**config.mk**
```make
export PLATFORM = sky130hd
export DESIGN_NAME = hist_run_ctrl
export DESIGN_NICKNAME = d
export VERILOG_FILES = /design/src/rtl/hist_pkg.sv /design/src/rtl/axis_mux2.sv /design/src/rtl/hist_run_ctrl.sv
export SDC_FILE = /design/constraint.sdc
export NUM_CORES = 1
export LEC_CHECK = 0
export ABC_CLOCK_PERIOD_IN_PS = 2700
export BUFFER_PORTS_ARGS = -buffer_cell sky130_fd_sc_hd__buf_2
export CAP_MARGIN = 10
export CORE_AREA = 2 2 94 96
export CTS_CLUSTER_SIZE = 10
export DETAILED_ROUTE_END_ITERATION = 10
export DIE_AREA = 0 0 96 98
export GPL_ROUTABILITY_DRIVEN = 1
export PLACE_DENSITY = 0.8
export SYNTH_ARGS = -nofsm -noshare
export SYNTH_HDL_FRONTEND = slang
export SYNTH_SLANG_ARGS = --single-unit
```
**constraint.sdc**
```tcl
create_clock -name aclk -period 2.7 [get_ports aclk]
set_clock_uncertainty 0.1 [all_clocks]
set_input_delay 0.405 -clock aclk [delete_from_list [all_inputs] [get_ports aclk]]
set_output_delay 0.405 -clock aclk [all_outputs]
set_load 0.05 [all_outputs]
```
**src/rtl/hist_pkg.sv**
```systemverilog
`timescale 1ns/1ps
// ---------------------------------------------------------------------------
// hist_pkg
// Shared definitions for the histogram run controller.
//   - hist_state_e  : run-controller state encoding
//   - RAM_* params  : field positions inside a 32-bit AXI RAM write word
//                     {8'h0, addr[7:0], 8'h0, data[7:0]}
//   - HIST_NUM_BINS : number of histogram bins
//   - pack_ram_word : builds a RAM write word from an address and a data byte
// ---------------------------------------------------------------------------
package hist_pkg;

    localparam int HIST_NUM_BINS = 8;

    localparam int RAM_FIELD_W  = 8;
    localparam int RAM_ADDR_LSB = 16;
    localparam int RAM_DATA_LSB = 0;

    typedef enum logic [2:0] {
        ST_IDLE  = 3'd0,
        ST_CLEAR = 3'd1,
        ST_RUN   = 3'd2,
        ST_DRAIN = 3'd3,
        ST_DONE  = 3'd4
    } hist_state_e;

    function automatic logic [31:0] pack_ram_word(input logic [RAM_FIELD_W-1:0] addr,
                                                  input logic [RAM_FIELD_W-1:0] data);
        logic [31:0] word;
        word = '0;
        word[RAM_ADDR_LSB +: RAM_FIELD_W] = addr;
        word[RAM_DATA_LSB +: RAM_FIELD_W] = data;
        return word;
    endfunction

endpackage

```
**src/rtl/axis_mux2.sv**
```systemverilog
`timescale 1ns/1ps
// ---------------------------------------------------------------------------
// axis_mux2
// Two-input AXI-Stream selector onto one sink.
//   en      : when low the sink sees no valid and neither source sees ready
//   sel     : 0 selects source 0, 1 selects source 1
//   s0_*    : source 0 (tdata/tvalid in, tready out)
//   s1_*    : source 1 (tdata/tvalid in, tready out)
//   m_*     : sink (tdata/tvalid out, tready in)
// Purely combinational; the unselected source is always stalled.
// ---------------------------------------------------------------------------
module axis_mux2 #(
    parameter int DATA_W = 32
) (
    input  logic              en,
    input  logic              sel,
    input  logic [DATA_W-1:0] s0_tdata,
    input  logic              s0_tvalid,
    output logic              s0_tready,
    input  logic [DATA_W-1:0] s1_tdata,
    input  logic              s1_tvalid,
    output logic              s1_tready,
    output logic [DATA_W-1:0] m_tdata,
    output logic              m_tvalid,
    input  logic              m_tready
);

    assign m_tdata   = sel ? s1_tdata : s0_tdata;
    assign m_tvalid  = en & (sel ? s1_tvalid : s0_tvalid);
    assign s0_tready = en & ~sel & m_tready;
    assign s1_tready = en &  sel & m_tready;

endmodule

```
**src/rtl/hist_run_ctrl.sv**
```systemverilog
`timescale 1ns/1ps
// ---------------------------------------------------------------------------
// hist_run_ctrl
// Sequences one histogram run: clear the bin RAM, forward num_samples LFSR
// samples to the histogram, pass the histogram's RAM writes through, then
// pulse done.
//   aclk, aresetn       : clock, asynchronous active-low reset
//   start, abort        : run request pulse / synchronous abort
//   num_samples         : samples per run, captured when start is accepted
//   busy, done          : run in progress / one-cycle completion pulse
//   hist_clr_n          : low while the RAM is being cleared
//   s_axis_lfsr_*       : LFSR sample stream in
//   m_axis_h_*          : samples out to the histogram
//   s_axis_h_*          : histogram RAM-write stream in
//   m_axis_ram_*        : AXI RAM write stream out
// All stream outputs are decoded from registered state, so reset forces every
// valid/ready output low immediately.
// ---------------------------------------------------------------------------
module hist_run_ctrl
    import hist_pkg::*;
#(
    parameter logic [7:0] CLR_LAST = 8'hFF,
    parameter int         NS_W     = 16
) (
    input  logic            aclk,
    input  logic            aresetn,
    input  logic            start,
    input  logic            abort,
    input  logic [NS_W-1:0] num_samples,
    output logic            busy,
    output logic            done,
    output logic            hist_clr_n,
    input  logic [31:0]     s_axis_lfsr_tdata,
    input  logic            s_axis_lfsr_tvalid,
    output logic            s_axis_lfsr_tready,
    output logic [31:0]     m_axis_h_tdata,
    output logic            m_axis_h_tvalid,
    input  logic            m_axis_h_tready,
    input  logic [31:0]     s_axis_h_tdata,
    input  logic            s_axis_h_tvalid,
    output logic            s_axis_h_tready,
    output logic [31:0]     m_axis_ram_tdata,
    output logic            m_axis_ram_tvalid,
    input  logic            m_axis_ram_tready
);

    hist_state_e     state_q, state_d;
    logic [NS_W-1:0] n_q, n_d;
    logic [NS_W-1:0] smp_cnt_q, smp_cnt_d;
    logic [NS_W:0]   wr_cnt_q, wr_cnt_d;     // one extra bit: 2*N never wraps
    logic [7:0]      clr_addr_q, clr_addr_d;

    logic in_clear, in_pass, run_fwd;
    logic clr_tready, clr_hs, wr_hs, smp_hs;

    assign in_clear = (state_q == ST_CLEAR);
    assign in_pass  = (state_q == ST_RUN) || (state_q == ST_DRAIN);
    // smp_cnt only ever climbs to N, so N = all-ones is reached without wrap.
    assign run_fwd  = (state_q == ST_RUN) && (smp_cnt_q < n_q);

    assign busy       = in_clear || in_pass;
    assign done       = (state_q == ST_DONE);
    assign hist_clr_n = ~in_clear;

    // Sample path: the LFSR only advances while this run still needs samples.
    assign m_axis_h_tdata     = s_axis_lfsr_tdata;
    assign m_axis_h_tvalid    = run_fwd & s_axis_lfsr_tvalid;
    assign s_axis_lfsr_tready = run_fwd & m_axis_h_tready;

    axis_mux2 #(.DATA_W(32)) u_ram_mux (
        .en        (busy),
        .sel       (in_pass),
        .s0_tdata  (pack_ram_word(clr_addr_q, 8'h00)),
        .s0_tvalid (1'b1),
        .s0_tready (clr_tready),
        .s1_tdata  (s_axis_h_tdata),
        .s1_tvalid (s_axis_h_tvalid),
        .s1_tready (s_axis_h_tready),
        .m_tdata   (m_axis_ram_tdata),
        .m_tvalid  (m_axis_ram_tvalid),
        .m_tready  (m_axis_ram_tready)
    );

    // The clear source is always valid, so its ready is its handshake.
    assign clr_hs = clr_tready;
    assign wr_hs  = s_axis_h_tready & s_axis_h_tvalid;
    assign smp_hs = m_axis_h_tvalid & m_axis_h_tready;

    always_comb begin
        // NOTE: every next-state value defaults to its current value first, so
        // no path through the case leaves a signal unassigned (no latches).
        state_d    = state_q;
        n_d        = n_q;
        smp_cnt_d  = smp_cnt_q;
        wr_cnt_d   = wr_cnt_q;
        clr_addr_d = clr_addr_q;

        case (state_q)
            ST_IDLE: begin
                if (start) begin
                    n_d        = num_samples;
                    smp_cnt_d  = '0;
                    wr_cnt_d   = '0;
                    clr_addr_d = '0;
                    state_d    = ST_CLEAR;
                end
            end
            ST_CLEAR: begin
                if (clr_hs) begin
                    clr_addr_d = clr_addr_q + 8'd1;
                    if (clr_addr_q == CLR_LAST) begin
                        state_d = (n_q != '0) ? ST_RUN : ST_DONE;
                    end
                end
            end
            ST_RUN: begin
                if (smp_hs) smp_cnt_d = smp_cnt_q + 1'b1;
                if (wr_hs)  wr_cnt_d  = wr_cnt_q + 1'b1;
                if (smp_cnt_q == n_q) state_d = ST_DRAIN;
            end
            ST_DRAIN: begin
                if (wr_hs) wr_cnt_d = wr_cnt_q + 1'b1;
                // Each sample produces two RAM writes: bin count, then value.
                if (wr_cnt_q == {n_q, 1'b0}) state_d = ST_DONE;
            end
            ST_DONE: state_d = ST_IDLE;
            default: state_d = ST_IDLE;
        endcase

        // Abort overrides the transition only; handshakes on this edge still
        // count because the stream signals above were already exchanged.
        if (abort && busy) state_d = ST_IDLE;
    end

    always_ff @(posedge aclk or negedge aresetn) begin
        if (!aresetn) begin
            state_q    <= ST_IDLE;
            n_q        <= '0;
            smp_cnt_q  <= '0;
            wr_cnt_q   <= '0;
            clr_addr_q <= '0;
        end else begin
            // NOTE: non-blocking assignments so every flop samples the values
            // from before this edge, independent of statement order.
            state_q    <= state_d;
            n_q        <= n_d;
            smp_cnt_q  <= smp_cnt_d;
            wr_cnt_q   <= wr_cnt_d;
            clr_addr_q <= clr_addr_d;
        end
    end

endmodule

```
**After elaboration in Yosys (flattened, before gate mapping)**

Cells that the tools add are included.

- Register bits: 60
- Word-level logic and storage cells: 70

- Mux-type cells: 19
- Equality and inequality tests: 16
- Add/sub/neg operators: 3
- Bitwise logic cells: 11
- Reductions and logical operators: 15
- Magnitude comparators: 1

Operators by type and width:

| cell | count |
|---|---|
| $mux 17 | 2 |
| $pmux 17 s2 | 1 |
| $mux 16 | 2 |
| $mux 32 | 1 |
| $pmux 16 s2 | 1 |
| $mux 3 | 7 |
| $add 17x1->17 const B | 1 |
| $eq 17x17->1 | 1 |
| $add 16x1->16 const B | 1 |
| $eq 16x16->1 | 1 |
| $lt 16x16->1 | 1 |
| $mux 8 | 2 |
| $pmux 8 s2 | 1 |
| $reduce_bool 16->1 | 1 |
| $ne 3x1->1 const B | 4 |
| $pmux 3 s4 | 1 |
| $and 1x1->1 | 9 |
| $reduce_and 3->1 | 3 |
| $add 8x1->8 const B | 1 |
| $eq 8x8->1 const B | 1 |
| $eq 3x2->1 const B | 2 |
| $reduce_bool 2->1 | 3 |
| $reduce_and 5->1 | 1 |
| $ne 2x1->1 const B | 2 |
| other kinds (11) | 15 |

**Logic depth before layout (Yosys ltp)**

- Depth after elaboration: 8
- Depth in mapped cells: 9
- Mapped depth without buffers: 8

**By module**

From an unflattened synthesis, not the netlist that was laid out.

- Cells, all modules: 471
- Area total of the unflattened synthesis: 4,405.5 µm²

By module, submodules not included:

| module | cells each | area an instance (µm²) | times used | sequential area each (µm²) |
|---|---|---|---|---|
| hist_run_ctrl | 430 | 3,843.7 | 1 | 1,501.4 |
| axis_mux2 | 41 | 561.8 | 1 | 0.0 |

**Worst setup path before layout**

No wires, ideal clock.

- Path type: reg2out
- From: reg state_q[1]
- To: out m_axis_ram_tdata[21]
- Slack: 0.060 ns
- Data required time: 2.195 ns
- Stages on the path, launching flop included: 6
- Arrival: 2.135 ns
- Path buffers: 3
- Path through: dfrtp_1 buf_2 nor2b_1 clkbuf_1 clkbuf_1 o21ai_0

- Longest elaborated chain between the ends: 3

RTL lines:

| what | line | source |
|---|---|---|
| from (decl) | hist_run_ctrl.sv:47 | `hist_state_e state_q, state_d;` |
| from (signal assigned) | hist_run_ctrl.sv:145 | `state_q <= state_d;` |
| $eq 3x2->1 | hist_run_ctrl.sv:57 | `assign in_pass = (state_q == ST_RUN) \|\| (state_q == ST_DRAIN);` |
| $logic_or 1x1->1 (*) | hist_run_ctrl.sv:57 |  |
| $mux 32 (*) | axis_mux2.sv:28 | `assign m_tdata = sel ? s1_tdata : s0_tdata;` |
| to (decl) | hist_run_ctrl.sv:42 | `output logic [31:0] m_axis_ram_tdata,` |

Every way passes the cells marked *; elsewhere a longest branch is shown, timed or not.

**Worst setup path after layout**

- From: reg n_q[12]
- To: out s_axis_lfsr_tready

- Longest elaborated chain between the ends: 3

RTL lines:

| what | line | source |
|---|---|---|
| from (decl) | hist_run_ctrl.sv:48 | `logic [NS_W-1:0] n_q, n_d;` |
| from (signal assigned) | hist_run_ctrl.sv:146 | `n_q <= n_d;` |
| $lt 16x16->1 | hist_run_ctrl.sv:59 | `assign run_fwd = (state_q == ST_RUN) && (smp_cnt_q < n_q);` |
| $logic_and 1x1->1 | hist_run_ctrl.sv:59 |  |
| $and 1x1->1 | hist_run_ctrl.sv:68 | `assign s_axis_lfsr_tready = run_fwd & m_axis_h_tready;` |
| to (decl) | hist_run_ctrl.sv:35 | `output logic s_axis_lfsr_tready,` |

No other way between the ends.

==> reports/qor.csv <==
stage,metric,value,unit
synth,synth_edf_count,0,
power,intPower,0.00241,W
place,gp_congestion,0.920,
layout,fillers,709,
worst_setup_path,rrSetupSlack,0,ps
place,io_buffers,94,
worst_setup_path,start_kind,register,
clock_tree,cts.hold.buffers_added,0,
power,p_sw_share,48.3,%
clock_tree,clk_pin_slew,70,ps
worst_setup_path,cp_max_fo,3,
floorplan,dieHeight,98,µm
power,vdd_drop_max,489,µV
floorplan,core_area,8470,µm²
detailed_routing,num_vias,3606,
clock_tree,numClockSinks,60,
min_path,min_path_type,input pin to async pin,
worst_setup_path,worstSetupEndpointType,output pin,
layout,drive_gt1_share,31.1,%
layout,finalNetCount,646,
synth,avgSynthCellArea,8.91,µm²
detailed_routing,wl,10300,µm
global_routing,grt_pass1_vias,3379,
detailed_routing,drt_first_pass_iters,5,
sta,slew_violations,0,
synth,synth_top_flop_cell,dfrtp_1,
place,place_hpwl,7320,µm
clock_tree,cts.path.max_buffers,2,
power,p_leak,2.38,nW
place,dp.cells,618,
layout,utilization,57.1,%
detailed_routing,drtAntennaViolNets,0,
global_routing,track_usage,21.3,%
detailed_routing,drc_errors,0,
synth,ys_async_sr_fraction,100,%
global_routing,grt_first_pass_wirelength,15900,µm
worst_setup_path,crit_arrival,2230,ps
floorplan,dieWidth,96,µm
layout,antenna_cells,0,
synth,synth_warnings,0,
floorplan,dieArea,9410,µm²
sta,rsz0062_at_grt,yes,
detailed_routing,vias_per_cell,5.54,
sta,relSlewSlack,34.3,%
sta,worst_slew_pin_slew,985,ps
floorplan,start_util,47.9,%
detailed_routing,wl_per_cell,15.8,µm
sta,finalCritPeriodShare,101,%
place,place_ws,91.0,ps
sta,finalHoldViolations,0,
layout,final_cells,651,
worst_setup_path,critPathKind,register to output pin,
layout,multi_input_area,2220,µm²
clock_tree,clockRootBuffer,clkbuf_8,
layout,register_area,1510,µm²
synth,ys_ff_latch,60,
sta,setup-violations-final,2,
synth,synth_nets,562,
synth,syn_inst,455,
sta,worst_slack,-38.9,ps
power,power_frac_clock,16.7,%
outcome,status,finished with violations,
clock_tree,cts_tree,yes,
power,fin_total_pwr,0.00465,W
global_routing,antenna_found_initial,0,
floorplan,fp-row-count,34,
global_routing,grt_max_degree,57,
synth,synthesis.area,4060,µm²
clock_tree,numCtsBuffers,9,
outcome,failed_checks,setup timing,
power,power_density,962,nW/µm²
floorplan,ios,159,
power,switching_power,0.00225,W
place,place_area,4420,µm²
power,comb_power_share,54.9,%
detailed_routing,drt_iter0_drc,181,
layout,design_area,4830,µm²
flow_run,drv_cap,0,
sta,post-route-min-period,2740,ps
worst_setup_path,cp.required,2190,ps
layout,syn_to_final_growth,19.2,%
global_routing,grt_overflow,0,
clock_tree,cts_max_level,3,
synth,yosysSeqAreaShare,37.0,%
power,p_seq_share,28.4,%
sta,max_freq,365,MHz
synth,ys_types,53,
clock_tree,clk_latency,340,ps
## cell usage in the layout (no fill, tap or decap), types with 3 or more instances in the layout
master     n
a21o_1     4
a21oi_1   16
a221o_1    4
and2_1    28
and3_1     9
and4_1     4
buf_2     92
buf_4     28
clkbuf_8  13
dfrtp_1   57
dfrtp_2    3
ha_1      15
ha_4       4
inv_1     20
inv_2      4
mux2_2     9
nand2_1   46
nand3_1   15
nand4_1   13
nor2_1    29
nor3_1     5
nor4_1     8
o211ai_1   7
o21a_1     4
o21ai_0   30
or3_1      5
xnor2_1   11
xor2_1    22
## registers in the layout (all words and copies together), names as in the netlist
name	cells
state_q	3
clr_addr_q	8
wr_cnt_q	17
smp_cnt_q	16
n_q	16
## kinds of logic (layout without fill, tap and decap cells)
logic type / Yosys count / after routing / synth area share (%)
compound gates: 82 / 82 / 13.2
xor+xnor: 33 / 33 / 7.13
fa+ha+maj: 19 / 19 / 5.86
buf+inv: 73 / 161 / 10.2
flops: 60 / 60 / 37.0
mux: 10 / 10 / 2.75
simple gates: 178 / 178 / 23.9
## Yosys cell counts, types with 2 or more instances
cell      count  area [µm²]
nand4_1      13        81.3
a221o_1       4        40.0
nor2_1       29         109
and2_1       28         175
buf_2         6        30.0
nand3_1      15        75.1
a41oi_1       2        17.5
a21o_1        4        30.0
xor2_1       22         193
or2_2         2        12.5
nor3_1        5        25.0
buf_4        33         248
o211ai_1      7        52.6
clkbuf_1      9        33.8
a211oi_1      2        15.0
and3_1        9        56.3
o21ai_0      30         150
inv_1        24        90.1
o21a_1        4        30.0
a21oi_1      16        80.1
xnor2_1      11        96.3
nor2b_1       3        18.8
ha_1         19         238
nor4_1        8        50.1
nand2_1      46         173
or3_1         5        31.3
mux2_2        9         101
dfrtp_1      60        1500
a31oi_1       2        12.5
and4_1        4        35.0
nor3b_1       2        15.0
## power by group through the flow
stage	combinational, W	clock, W	sequential, W
after floorplan	0.00192	0	0.00125
after global placement	0.00222	0	0.00132
after detailed placement	0.00229	0	0.00134
after CTS	0.00234	0.000785	0.00132
after global routing	0.00276	0.000828	0.00134
final	0.00255	0.000778	0.00132
## path summary, 6_finish.rpt
kind / startpoint / to / cells after the start
worst max register to register: n_q[12]$_DFFE_PN0P_ / smp_cnt_q[6]$_DFFE_PN0P_ / 11
worst min-delay path: aresetn / smp_cnt_q[0]$_DFFE_PN0P_ / 1
min in group aclk: abort / state_q[2]$_DFFE_PN0P_ / 2
worst min register to register: smp_cnt_q[14]$_DFFE_PN0P_ / smp_cnt_q[14]$_DFFE_PN0P_ / 1
worst max-delay path: n_q[12]$_DFFE_PN0P_ / s_axis_lfsr_tready / 8
max in group asynchronous: aresetn / wr_cnt_q[3]$_DFFE_PN0P_ / 2
## through the flow
step | setup TNS (ps) | hold WS, ps
global placement | 0 | 401
floorplan | 0 | 9.41
detailed placement | 0 | 417
global route | -360 | 158
CTS | 0 | 139
finish | -73.8 | 105
## critical path, cell delays in order (launching register included)
cell and delay (ps):
dfrtp_1 410, inv_2 60, ha_1 270, nand4_1 170, buf_4 210, a2111oi_4 360, nor2_1 90, and3_1 170
buf_6 150
## area by class of cell
cell class	count	share of cell area (%)
inverter	24	1.86
clock inverter	1	0.104
timing repair buffer	122	14.3
multi-input combinational	322	46.0
sequential	60	31.1
clock buffer	14	3.78
tap	108	2.80
## repair_timing
| item | 4_1_cts | 5_1_grt |
|---|---|---|
| pin swaps | 2 | 10 |
| gates resized for setup | 3 | 17 |
| buffers inserted | 3 | 15 |
| setup endpoints to repair | 2 | 2 |
## per-layer routing
layer	vias to the layer above	global-route usage (%)	wire length, µm
met4	0	9.78	352
li1	1720	-	-
met2	157	35.0	5150
met1	1695	27.1	4190
met5	-	0	0
met3	34	3.70	573
Power figures use the tool's default switching activity.
